[src/rtl/ws2812_pkg.sv]
// Shared constants and sizing helpers for the WS2812 multi-LED fader.
package ws2812_pkg;

    // Byte position of each colour within one LED's group of bytes
    localparam int CH_R = 0;
    localparam int CH_G = 1;
    localparam int CH_B = 2;
    localparam int CH_W = 3;

    // Number of stored milestones: one per INTERPOLATIONS LEDs plus the trailing one
    function automatic int milestones(input int leds, input int interp);
        return (leds + interp - 1) / interp + 1;
    endfunction

endpackage

[src/rtl/ws2812_if.sv]
// Handshake between the fader (master) and the WS2812 bit serializer (slave).
interface ws2812_if;
    logic       data_request;
    logic       trigger;
    logic [7:0] color_now;
    logic       frame_done;

    modport master (input data_request, output trigger, output color_now, output frame_done);
    modport slave  (output data_request, input trigger, input color_now, input frame_done);
endinterface

[src/rtl/ws2812_lerp.sv]
// Blends two milestone bytes at interpolation step k, then applies global brightness.
module ws2812_lerp #(
    parameter int INTERPOLATIONS = 8,
    parameter int KW             = $clog2(INTERPOLATIONS)
) (
    input  logic [7:0]    i_next,
    input  logic [7:0]    i_prev,
    input  logic [KW-1:0] i_k,
    input  logic [7:0]    i_brightness,
    output logic [7:0]    o_byte
);
    // Weighted sum peaks at 255*INTERPOLATIONS; one spare bit keeps the subtraction safe
    localparam int SW = 9 + KW;

    logic [SW-1:0] w_sum;
    logic [7:0]    w_lerp;
    logic [15:0]   w_scaled;

    assign w_sum    = SW'(i_next) * (SW'(INTERPOLATIONS) - SW'(i_k)) + SW'(i_prev) * SW'(i_k);
    // INTERPOLATIONS is a power of two, so the divide is a shift
    assign w_lerp   = 8'(w_sum >> KW);
    // (v * (b+1)) >> 8 lets brightness 255 pass the value through untouched
    assign w_scaled = {8'b0, w_lerp} * ({8'b0, i_brightness} + 16'd1);
    assign o_byte   = 8'(w_scaled >> 8);
endmodule

[src/rtl/ws2812_multi_fader.sv]
// Produces a per-byte colour stream for a WS2812 chain: random milestones spaced
// INTERPOLATIONS LEDs apart, linearly blended, slowly scrolled frame by frame.
module ws2812_multi_fader
    import ws2812_pkg::*;
#(
    parameter int LEDS           = 32,
    parameter int INTERPOLATIONS = 8,
    parameter int CHANNELS       = 3,
    parameter int RANDBITS       = 5,
    parameter int HOLDOFF_TIME   = 800000
) (
    input  logic                         clk,
    input  logic                         rst,
    input  logic [CHANNELS*RANDBITS-1:0] random,
    input  logic [7:0]                   brightness,
    input  logic                         direction,
    input  logic                         freeze,
    ws2812_if.master                     bus
);
    localparam int MS   = milestones(LEDS, INTERPOLATIONS);
    localparam int LOGI = $clog2(INTERPOLATIONS);
    localparam int LW   = (LEDS > 1) ? $clog2(LEDS) : 1;
    localparam int CW   = (CHANNELS > 1) ? $clog2(CHANNELS) : 1;
    localparam int MW   = $clog2(MS);
    localparam int TW   = $clog2(LEDS + INTERPOLATIONS);
    localparam int HW   = $clog2(HOLDOFF_TIME + 2);

    logic [MS-1:0][CHANNELS-1:0][7:0] r_ms;
    logic [HW-1:0]                    r_hold;
    logic [CW-1:0]                    r_chan;
    logic [LW-1:0]                    r_led;
    logic [LOGI-1:0]                  r_start;
    logic                             r_dir;
    logic                             r_done;

    logic                             w_at_start;
    logic                             w_dir;
    logic [LW-1:0]                    w_led_log;
    logic [TW-1:0]                    w_total;
    logic [TW-1:0]                    w_m;
    logic                             w_m_last;
    logic [MW-1:0]                    w_mn;
    logic [MW-1:0]                    w_mp;
    logic [CHANNELS-1:0][7:0]         w_new;
    logic [7:0]                       w_byte;

    // Direction is live on the very first byte and latched for the rest of the frame
    assign w_at_start = (r_led == '0) && (r_chan == '0);
    assign w_dir      = w_at_start ? direction : r_dir;
    assign w_led_log  = w_dir ? (LW'(LEDS - 1) - r_led) : r_led;

    // Position along the milestone chain: low bits are the step k, high bits the milestone
    assign w_total  = TW'(r_start) + TW'(w_led_log);
    assign w_m      = w_total >> LOGI;
    assign w_m_last = (w_m >= TW'(MS - 1));
    // Clamp the blend partner to the last stored milestone for long tails
    assign w_mn     = w_m_last ? MW'(MS - 1) : MW'(w_m);
    assign w_mp     = w_m_last ? MW'(MS - 1) : MW'(w_m + TW'(1));

    // New milestone: RANDBITS of entropy per channel, left-justified in the byte
    always_comb begin
        w_new = '0;
        for (int c = 0; c < CHANNELS; c++)
            w_new[c] = 8'({random[c*RANDBITS +: RANDBITS], 8'b0} >> RANDBITS);
    end

    ws2812_lerp #(.INTERPOLATIONS(INTERPOLATIONS), .KW(LOGI)) u_lerp (
        .i_next       (r_ms[w_mn][r_chan]),
        .i_prev       (r_ms[w_mp][r_chan]),
        .i_k          (w_total[LOGI-1:0]),
        .i_brightness (brightness),
        .o_byte       (w_byte)
    );

    assign bus.color_now  = w_byte;
    assign bus.trigger    = (r_hold == '0);
    assign bus.frame_done = r_done;

    // Byte walker, frame-end holdoff and milestone scroll
    always_ff @(posedge clk) begin
        if (!rst) begin
            r_ms    <= '0;
            r_hold  <= '0;
            r_chan  <= '0;
            r_led   <= '0;
            r_start <= '0;
            r_dir   <= 1'b0;
            r_done  <= 1'b0;
        end else begin
            r_done <= 1'b0;
            if (r_hold != '0) begin
                r_hold <= r_hold - HW'(1);
            end else if (bus.data_request) begin
                if (w_at_start)
                    r_dir <= direction;
                if (r_chan == CW'(CHANNELS - 1)) begin
                    r_chan <= '0;
                    if (r_led == LW'(LEDS - 1)) begin
                        r_led  <= '0;
                        r_hold <= HW'(HOLDOFF_TIME);
                        r_done <= 1'b1;
                        if (!freeze) begin
                            if (r_start != '0) begin
                                r_start <= r_start - LOGI'(1);
                            end else begin
                                r_start <= LOGI'(INTERPOLATIONS - 1);
                                r_ms    <= {r_ms[MS-2:0], w_new};
                            end
                        end
                    end else begin
                        r_led <= r_led + LW'(1);
                    end
                end else begin
                    r_chan <= r_chan + CW'(1);
                end
            end
        end
    end
endmodule

[src/flat_wrapper.sv]
// flat-port wrapper written by rule: the top's interface ports become plain ports
module ws2812_multi_fader_flat import ws2812_pkg::*;
#(
    parameter int LEDS           = 32,
    parameter int INTERPOLATIONS = 8,
    parameter int CHANNELS       = 3,
    parameter int RANDBITS       = 5,
    parameter int HOLDOFF_TIME   = 800000
)
  (clk, rst, random, brightness, direction, freeze, bus_data_request, bus_trigger, bus_color_now, bus_frame_done);
  ws2812_if bus_i ();
  input  logic clk;
  input  logic rst;
  input  logic [CHANNELS*RANDBITS-1:0] random;
  input  logic [7:0] brightness;
  input  logic direction;
  input  logic freeze;
  input wire logic [$bits(bus_i.data_request)-1:0] bus_data_request;
  output wire logic [$bits(bus_i.trigger)-1:0] bus_trigger;
  output wire logic [$bits(bus_i.color_now)-1:0] bus_color_now;
  output wire logic [$bits(bus_i.frame_done)-1:0] bus_frame_done;
  assign bus_i.data_request = bus_data_request;
  assign bus_trigger = bus_i.trigger;
  assign bus_color_now = bus_i.color_now;
  assign bus_frame_done = bus_i.frame_done;
  ws2812_multi_fader #(.LEDS(LEDS), .INTERPOLATIONS(INTERPOLATIONS), .CHANNELS(CHANNELS), .RANDBITS(RANDBITS), .HOLDOFF_TIME(HOLDOFF_TIME)) u_core (.clk(clk), .rst(rst), .random(random), .brightness(brightness), .direction(direction), .freeze(freeze), .bus(bus_i));
endmodule
[config.mk]
export PLATFORM = sky130hd
export DESIGN_NAME = ws2812_multi_fader_flat
export DESIGN_NICKNAME = d
export VERILOG_FILES = /design/src/rtl/ws2812_pkg.sv /design/src/rtl/ws2812_if.sv /design/src/rtl/ws2812_lerp.sv /design/src/rtl/ws2812_multi_fader.sv /design/src/flat_wrapper.sv
export SDC_FILE = /design/constraint.sdc
export NUM_CORES = 1
export LEC_CHECK = 0
export BUFFER_PORTS_ARGS = -buffer_cell sky130_fd_sc_hd__buf_2
export CAP_MARGIN = 20
export CORE_UTILIZATION = 55
export DETAILED_ROUTE_END_ITERATION = 7
export GPL_TIMING_DRIVEN = 0
export PLACE_DENSITY = 0.72
export SLEW_MARGIN = 20
export SYNTH_ARGS = -nofsm -noshare
export SYNTH_HDL_FRONTEND = slang
export SYNTH_HIERARCHICAL = 1
export SYNTH_SLANG_ARGS = --single-unit
export TNS_END_PERCENT = 30
[constraint.sdc]
create_clock -name clk -period 22.9 [get_ports clk]
set_input_delay 1.145 -clock clk [delete_from_list [all_inputs] [get_ports clk]]
set_output_delay 1.145 -clock clk [all_outputs]
set_load 0.05 [all_outputs]
; ---- After elaboration in Yosys (flattened, before gate mapping)
; Index checks and enable logic that the tools add are counted.
; W data, S select, Z words.
[word_totals]
out_inout_bits = 10
elab_cells = 81
register_bits = 107
[classes]
order_cmp = 4
n_addsub = 10
mux = 20
mul = 3
n_bitwise = 6
n_eq_ne = 2
reduce_logical = 15
[op_table]
columns = operator, n
row1 = $bmux W24 S3, 2
row2 = $mux W20, 4
row3 = $mux W24, 2
row4 = $bmux W8 S2, 2
row5 = $logic_not A20 Y1, 1
row6 = $reduce_bool A20 Y1, 1
row7 = $sub A20 B1 Y20 const B, 1
row8 = $mul A8 B16 Y16, 1
row9 = $mux W8, 2
row10 = $mul A8 B12 Y11, 1
row11 = $add A11 B11 Y11, 1
row12 = $mul A8 B3 Y11, 1
row13 = $mux W5, 2
row14 = $add A8 B1 Y9 const B, 1
row15 = $mux W3, 3
row16 = $lt A3 B4 Y1 const B, 2
row17 = $add A3 B5 Y6, 1
row18 = $not A1 Y1, 6
row19 = $reduce_and A3 Y1, 2
row20 = $reduce_and A6 Y1, 1
row21 = $reduce_bool A2 Y1, 3
row22 = $add A5 B1 Y5 const B, 1
row23 = $eq A5 B5 Y1 const B, 1
row24 = $logic_not A5 Y1, 1
row25 = 16 further kinds, 17

; ---- Depth between registers and ports, before layout
[logic_depth]
word_depth = 14
ltp_mapped = 51
depth_no_buf = 50

; ---- Cells and area by module
; The synthesis kept the hierarchy.
[by_module_without_submodules]
columns = mod, cells_each, n_inst, area_each_um2
row1 = ws2812_multi_fader, 781, 1, 6013.3
row2 = ws2812_lerp, 453, 1, 3893.7

; ---- Least setup slack after synthesis
; Ideal clock, no wire load.
[synth_timing]
kind = input to output
startpoint = input direction
endpoint = output bus_color_now[6]
required_time_ps = 21755
path_buffers = 2
t_arrival_ps = 12496
slack_ps = 9259
stages = 42
path_cell_list = nor3b_1 > nand2_1 > nand2_1 > xor2_1 > ha_1 > a21oi_1 > and2_1 > clkbuf_1 > xnor2_2 > inv_2 > ha_1 > inv_1 > ha_1 > clkbuf_1 > a31oi_1 > or4_1 > and2_1 > fa_1 > [6 not listed] > and3_1 > a21oi_1 > o211ai_1 > a21oi_1 > xor2_1 > or2_2 > fa_1 > fa_1 > inv_1 > fa_1 > fa_1 > ha_1 > a21o_1 > a21o_1 > a41o_2 > a31o_4 > a21o_4 > xor2_1
[synth_between]
elab_chain_len = 12
word_cells_on_any_way = 20
cone_classes = 4 x add/sub / 3 x mul / 1 x order compare / 12 x mux
[synth_rtl]
columns = element, line_no
row1 = "start, declared", flat_wrapper.sv:16  ; input logic direction;
row2 = $mux W1 (*), --
row3 = $mux W5 (*), ws2812_multi_fader.sv:50  ; assign w_led_log = w_dir ? (LW'(LEDS - 1) - r_led) : r_led;
row4 = $add A3 B5 Y6 (*), ws2812_multi_fader.sv:53  ; assign w_total = TW'(r_start) + TW'(w_led_log);
row5 = $ge A3 B3 Y1 or $add A3 B1 Y3 (tied branches), "ws2812_multi_fader.sv:55, ws2812_multi_fader.sv:58"
row6 = $mux W3 (on tied branches), "ws2812_multi_fader.sv:57, ws2812_multi_fader.sv:58"
row7 = $bmux W24 S3 (on tied branches), "ws2812_multi_fader.sv:68, ws2812_multi_fader.sv:69"
row8 = $mux W24 (on tied branches), "ws2812_multi_fader.sv:68, ws2812_multi_fader.sv:69"
row9 = $bmux W8 S2 (on tied branches), "ws2812_multi_fader.sv:68, ws2812_multi_fader.sv:69"
row10 = $mux W8 (on tied branches), "ws2812_multi_fader.sv:68, ws2812_multi_fader.sv:69"
row11 = $mul A8 B12 Y11 or $mul A8 B3 Y11 (tied branches), ws2812_lerp.sv:19  ; assign w_sum = SW'(i_next) * (SW'(INTERPOLATIONS) - SW'(i_k)) + SW'(i_prev) * SW'(i_k);
row12 = $add A11 B11 Y11 (*), ws2812_lerp.sv:19
row13 = $mul A8 B16 Y16 (*), ws2812_lerp.sv:23  ; assign w_scaled = {8'b0, w_lerp} * ({8'b0, i_brightness} + 16'd1);
row14 = "end, declared", flat_wrapper.sv:20  ; output wire logic [$bits(bus_i.color_now)-1:0] bus_color_now;
; Mark *: on every way between the ends. The rest lies on a longest branch, timed or not. The select of a mux whose other input is x is not followed.

; ---- Worst setup path in the final report
[layout_timing]
startpoint = register u_core.r_led[0]
endpoint = output bus_color_now[7]
[layout_between]
elab_chain_len = 14
word_cells_on_any_way = 23
cone_classes = 5 x add/sub / 3 x mul / 1 x order compare / 12 x mux / 2 x reduce/logical
[layout_rtl]
columns = element, line_no
row1 = "start, declared", ws2812_multi_fader.sv:31  ; logic [LW-1:0] r_led;
row2 = "start signal, assigned", ws2812_multi_fader.sv:111  ; r_led <= r_led + LW'(1);
row3 = branches (longest 3 deep; another with $sub A5 B5 Y5), --
row4 = $mux W5 (*), ws2812_multi_fader.sv:50
row5 = $add A3 B5 Y6 (*), ws2812_multi_fader.sv:53
row6 = $ge A3 B3 Y1 or $add A3 B1 Y3 (tied branches), "ws2812_multi_fader.sv:55, ws2812_multi_fader.sv:58"
row7 = $mux W3 (on tied branches), "ws2812_multi_fader.sv:57, ws2812_multi_fader.sv:58"
row8 = $bmux W24 S3 (on tied branches), "ws2812_multi_fader.sv:68, ws2812_multi_fader.sv:69"
row9 = $mux W24 (on tied branches), "ws2812_multi_fader.sv:68, ws2812_multi_fader.sv:69"
row10 = $bmux W8 S2 (on tied branches), "ws2812_multi_fader.sv:68, ws2812_multi_fader.sv:69"
row11 = $mux W8 (on tied branches), "ws2812_multi_fader.sv:68, ws2812_multi_fader.sv:69"
row12 = $mul A8 B12 Y11 or $mul A8 B3 Y11 (tied branches), ws2812_lerp.sv:19
row13 = $add A11 B11 Y11 (*), ws2812_lerp.sv:19
row14 = $mul A8 B16 Y16 (*), ws2812_lerp.sv:23
; Mark *: on every way between the ends. The select of a mux whose other input is x is not followed.

==> results.toml <==
[logic_synthesis]
synth_area_leader_cell = "dfxtp_1"
netlist_area_um2 = 9910
synth_edf_count = 0
ys_warn_count = 6
yosys-top-cells-count = "nand2_1 (212), a21oi_1 (128), inv_1 (126)"
avgSynthCellArea_um2 = 8.03
synth.area.top_cells = "dfxtp_1 (22%), fa_1 (15%), ha_1 (8.7%)"
yosysMostFrequentCell = "nand2_1"
synth_ff_type = "dfxtp_1"
synth_seq_cells = 107
ys_seq_area_share_pct = 21.6
synth_top_area_share_pct = 21.6
async_reset_ff_share_pct = 0
ys_types = 77
synthCells = 1234

[cells_and_area]
insertedDiodeCount = 0
nNetsFinal = 1474
seq_area_um2 = 2140
multi_input_area_um2 = 7080
fin_area_um2 = 10700
drive_gt1_share_pct = 8.20
nFillCells = 1603
areaGrowthSynthToFinish_pct = 8.31

[setup_path]
cp-startpoint = "u_core/r_led[0]$_SDFFE_PN0P_"
start_kind = "flip-flop"
path_delay_family = "adder cells"
cpPeakStageDelay_ns = 0.65
critPathMostFrequentCell = "fa_1"
end_kind = "primary output"
cpMaxStageDelayCell = "or4_1"
crit_fanout = 10
worstPathRequired_ns = 21.76
worst-path-buf-inv = 10
critPathArrivalTime_ns = 14.18
r2r_start = "u_core/r_hold[0]$_SDFFE_PN0P_"
crit_type = "flip-flop to primary output"

[global_routing]
grt_pass1_wl_um = 40300
track_usage_pct = 27.6
grt_max_degree = 17
grt_remaining_overflow = 0
grt_pass1_vias = 8221
antenna_found_initial = 0

[sta]
fmax_mhz = 65.3
setup_viol = 0
final-max-slew-violation-count = 0
finalWorstPathRequiredPeriod_ns = 15.32
worst_pin_slew_ns = 1.13
setup_tns_ns = 0
period_share_pct = 66.9
relSlewSlack_pct = 24.8
setup_slack_ns = 7.58
rsz0062_at_grt = "false"
hold_violations = 0
clock_skew_ns = 0.00727

[drt]
vias_per_cell = 5.62
wl_um = 24400
num_vias = 8604
post_drt_wl_per_cell_um = 16.0
dr.pass1.iters = 5
antenna_left = 0
drtIter0Drc = 730
drc = 0

[floorplan]
rows = 48
fp.dieH_um = 136
die_area_um2 = 18600
core_um2 = 17400
pin_count = 38
fp.dieW_um = 136
start_util_pct = 56.9

[clocking]
numCtsBuffers = 9
clkSinkCount = 107
clockBufferDepth = 2
cts_tree = "done"
root_buffer = "clkbuf_16"
hold_buffers = 0
cts_setup_buffers = 0
ctsHtreeMaxLevel = 3
cts.clk_slew.worst_paths_ns = 0.07
insertion_delay_ns = 0.35
post_cts_resized = 0

[hold_path]
hold_class = "flip-flop to flip-flop"
min_from = "u_core/r_ms[110]$_SDFFE_PN0P_"

[place]
port_buffers = 37
place.gp.congestion = 0.975
dpl.hpwl_um = 19300
dpl_worst_slack_ns = 7.82
placed_area_um2 = 10400

[job]
max-cap-violations = 0

[outcome]
status = "finished, final reports clean"
## registers in the layout, summed over array words and instances, names as in the netlist
name	cells
u_core/r_led	5
u_core/r_hold	20
u_core/r_ms	75
u_core/r_dir	1
u_core/r_chan	2
u_core/bus.frame_done	1
u_core/r_start	3
## logic make-up (layout without fill, tap and decap cells)
logic type / Yosys count / count (layout) / synth area share [%]
muxes: 44 / 44 / 5.48
adders and majority gates: 144 / 144 / 23.9
and+or+nand+nor: 478 / 478 / 22.8
AOI/OAI and AO/OA: 226 / 226 / 13.8
buffers and inverters: 183 / 234 / 7.63
DFF: 107 / 107 / 21.6
other: 1 / 21 / 0.0379
xor gates and xnor gates: 51 / 51 / 4.80
## cells in the final DEF (no fill, tap or decap), types with 38 or more instances in the layout
cell type,count
nand2_1,212
a21oi_1,128
inv_1,126
dfxtp_1,107
nor2_1,90
fa_1,75
ha_1,69
and2_1,50
buf_2,44
clkbuf_1,38
## stage by stage
| step | instances | hold WS [ns] | utilization, % |
|---|---|---|---|
| 3_3_place_gp | 1516 | 0.442 | 60.0 |
| 5_1_grt | 1530 | 0.473 | 61.6 |
| 2_1_floorplan | 1254 | 0.436 | - |
| 3_5_place_dp | 1516 | 0.449 | 60.0 |
| 4_1_cts | 1530 | 0.457 | 61.6 |
| 6_report | 1530 | 0.458 | 61.6 |
## per-layer routing
metal	part of all wire, %	up-vias	track usage (%)
li1	-	4205	-
met1	44	4101	36.5
met2	48	257	46.7
met3	5.7	41	3.02
met4	2.5	0	9.20
met5	0	-	0
## worst register-to-register path: stages (launching register included)
cell     delay [ns]
dfxtp_1        0.34
inv_1          0.08
ha_1           0.15
or3b_2         0.45
or4_4          0.46
nor4_4         0.48
nand2_2        0.14
nor3_2         0.34
buf_2          0.33
buf_2          0.27
nand2_1        0.09
a21oi_1        0.13
## path summary, 6_finish.rpt
kind              slack [ns]                            end  cells past startpoint
setup reg to reg       19.58  u_core/r_ms[117]$_SDFFE_PN0P_                     11
setup / recovery        7.58               bus_color_now[7]                     46
hold / removal          0.46  u_core/r_ms[110]$_SDFFE_PN0P_                      2
hold reg to reg         0.46  u_core/r_ms[110]$_SDFFE_PN0P_                      2
## final cells by class
cell class	count	area share [%]
plain buffers	55	2.57
clock buffers	10	2.13
clock inverters	4	0.490
inverters	128	4.48
multi-input cells	964	66.0
flip-flops and latches	107	20.0
well taps	225	2.62
repair buffers	37	1.73
Power is left out: the tool's default activity adds up to more than one toggle a clock period on the data nets, which glitch-free logic cannot reach.
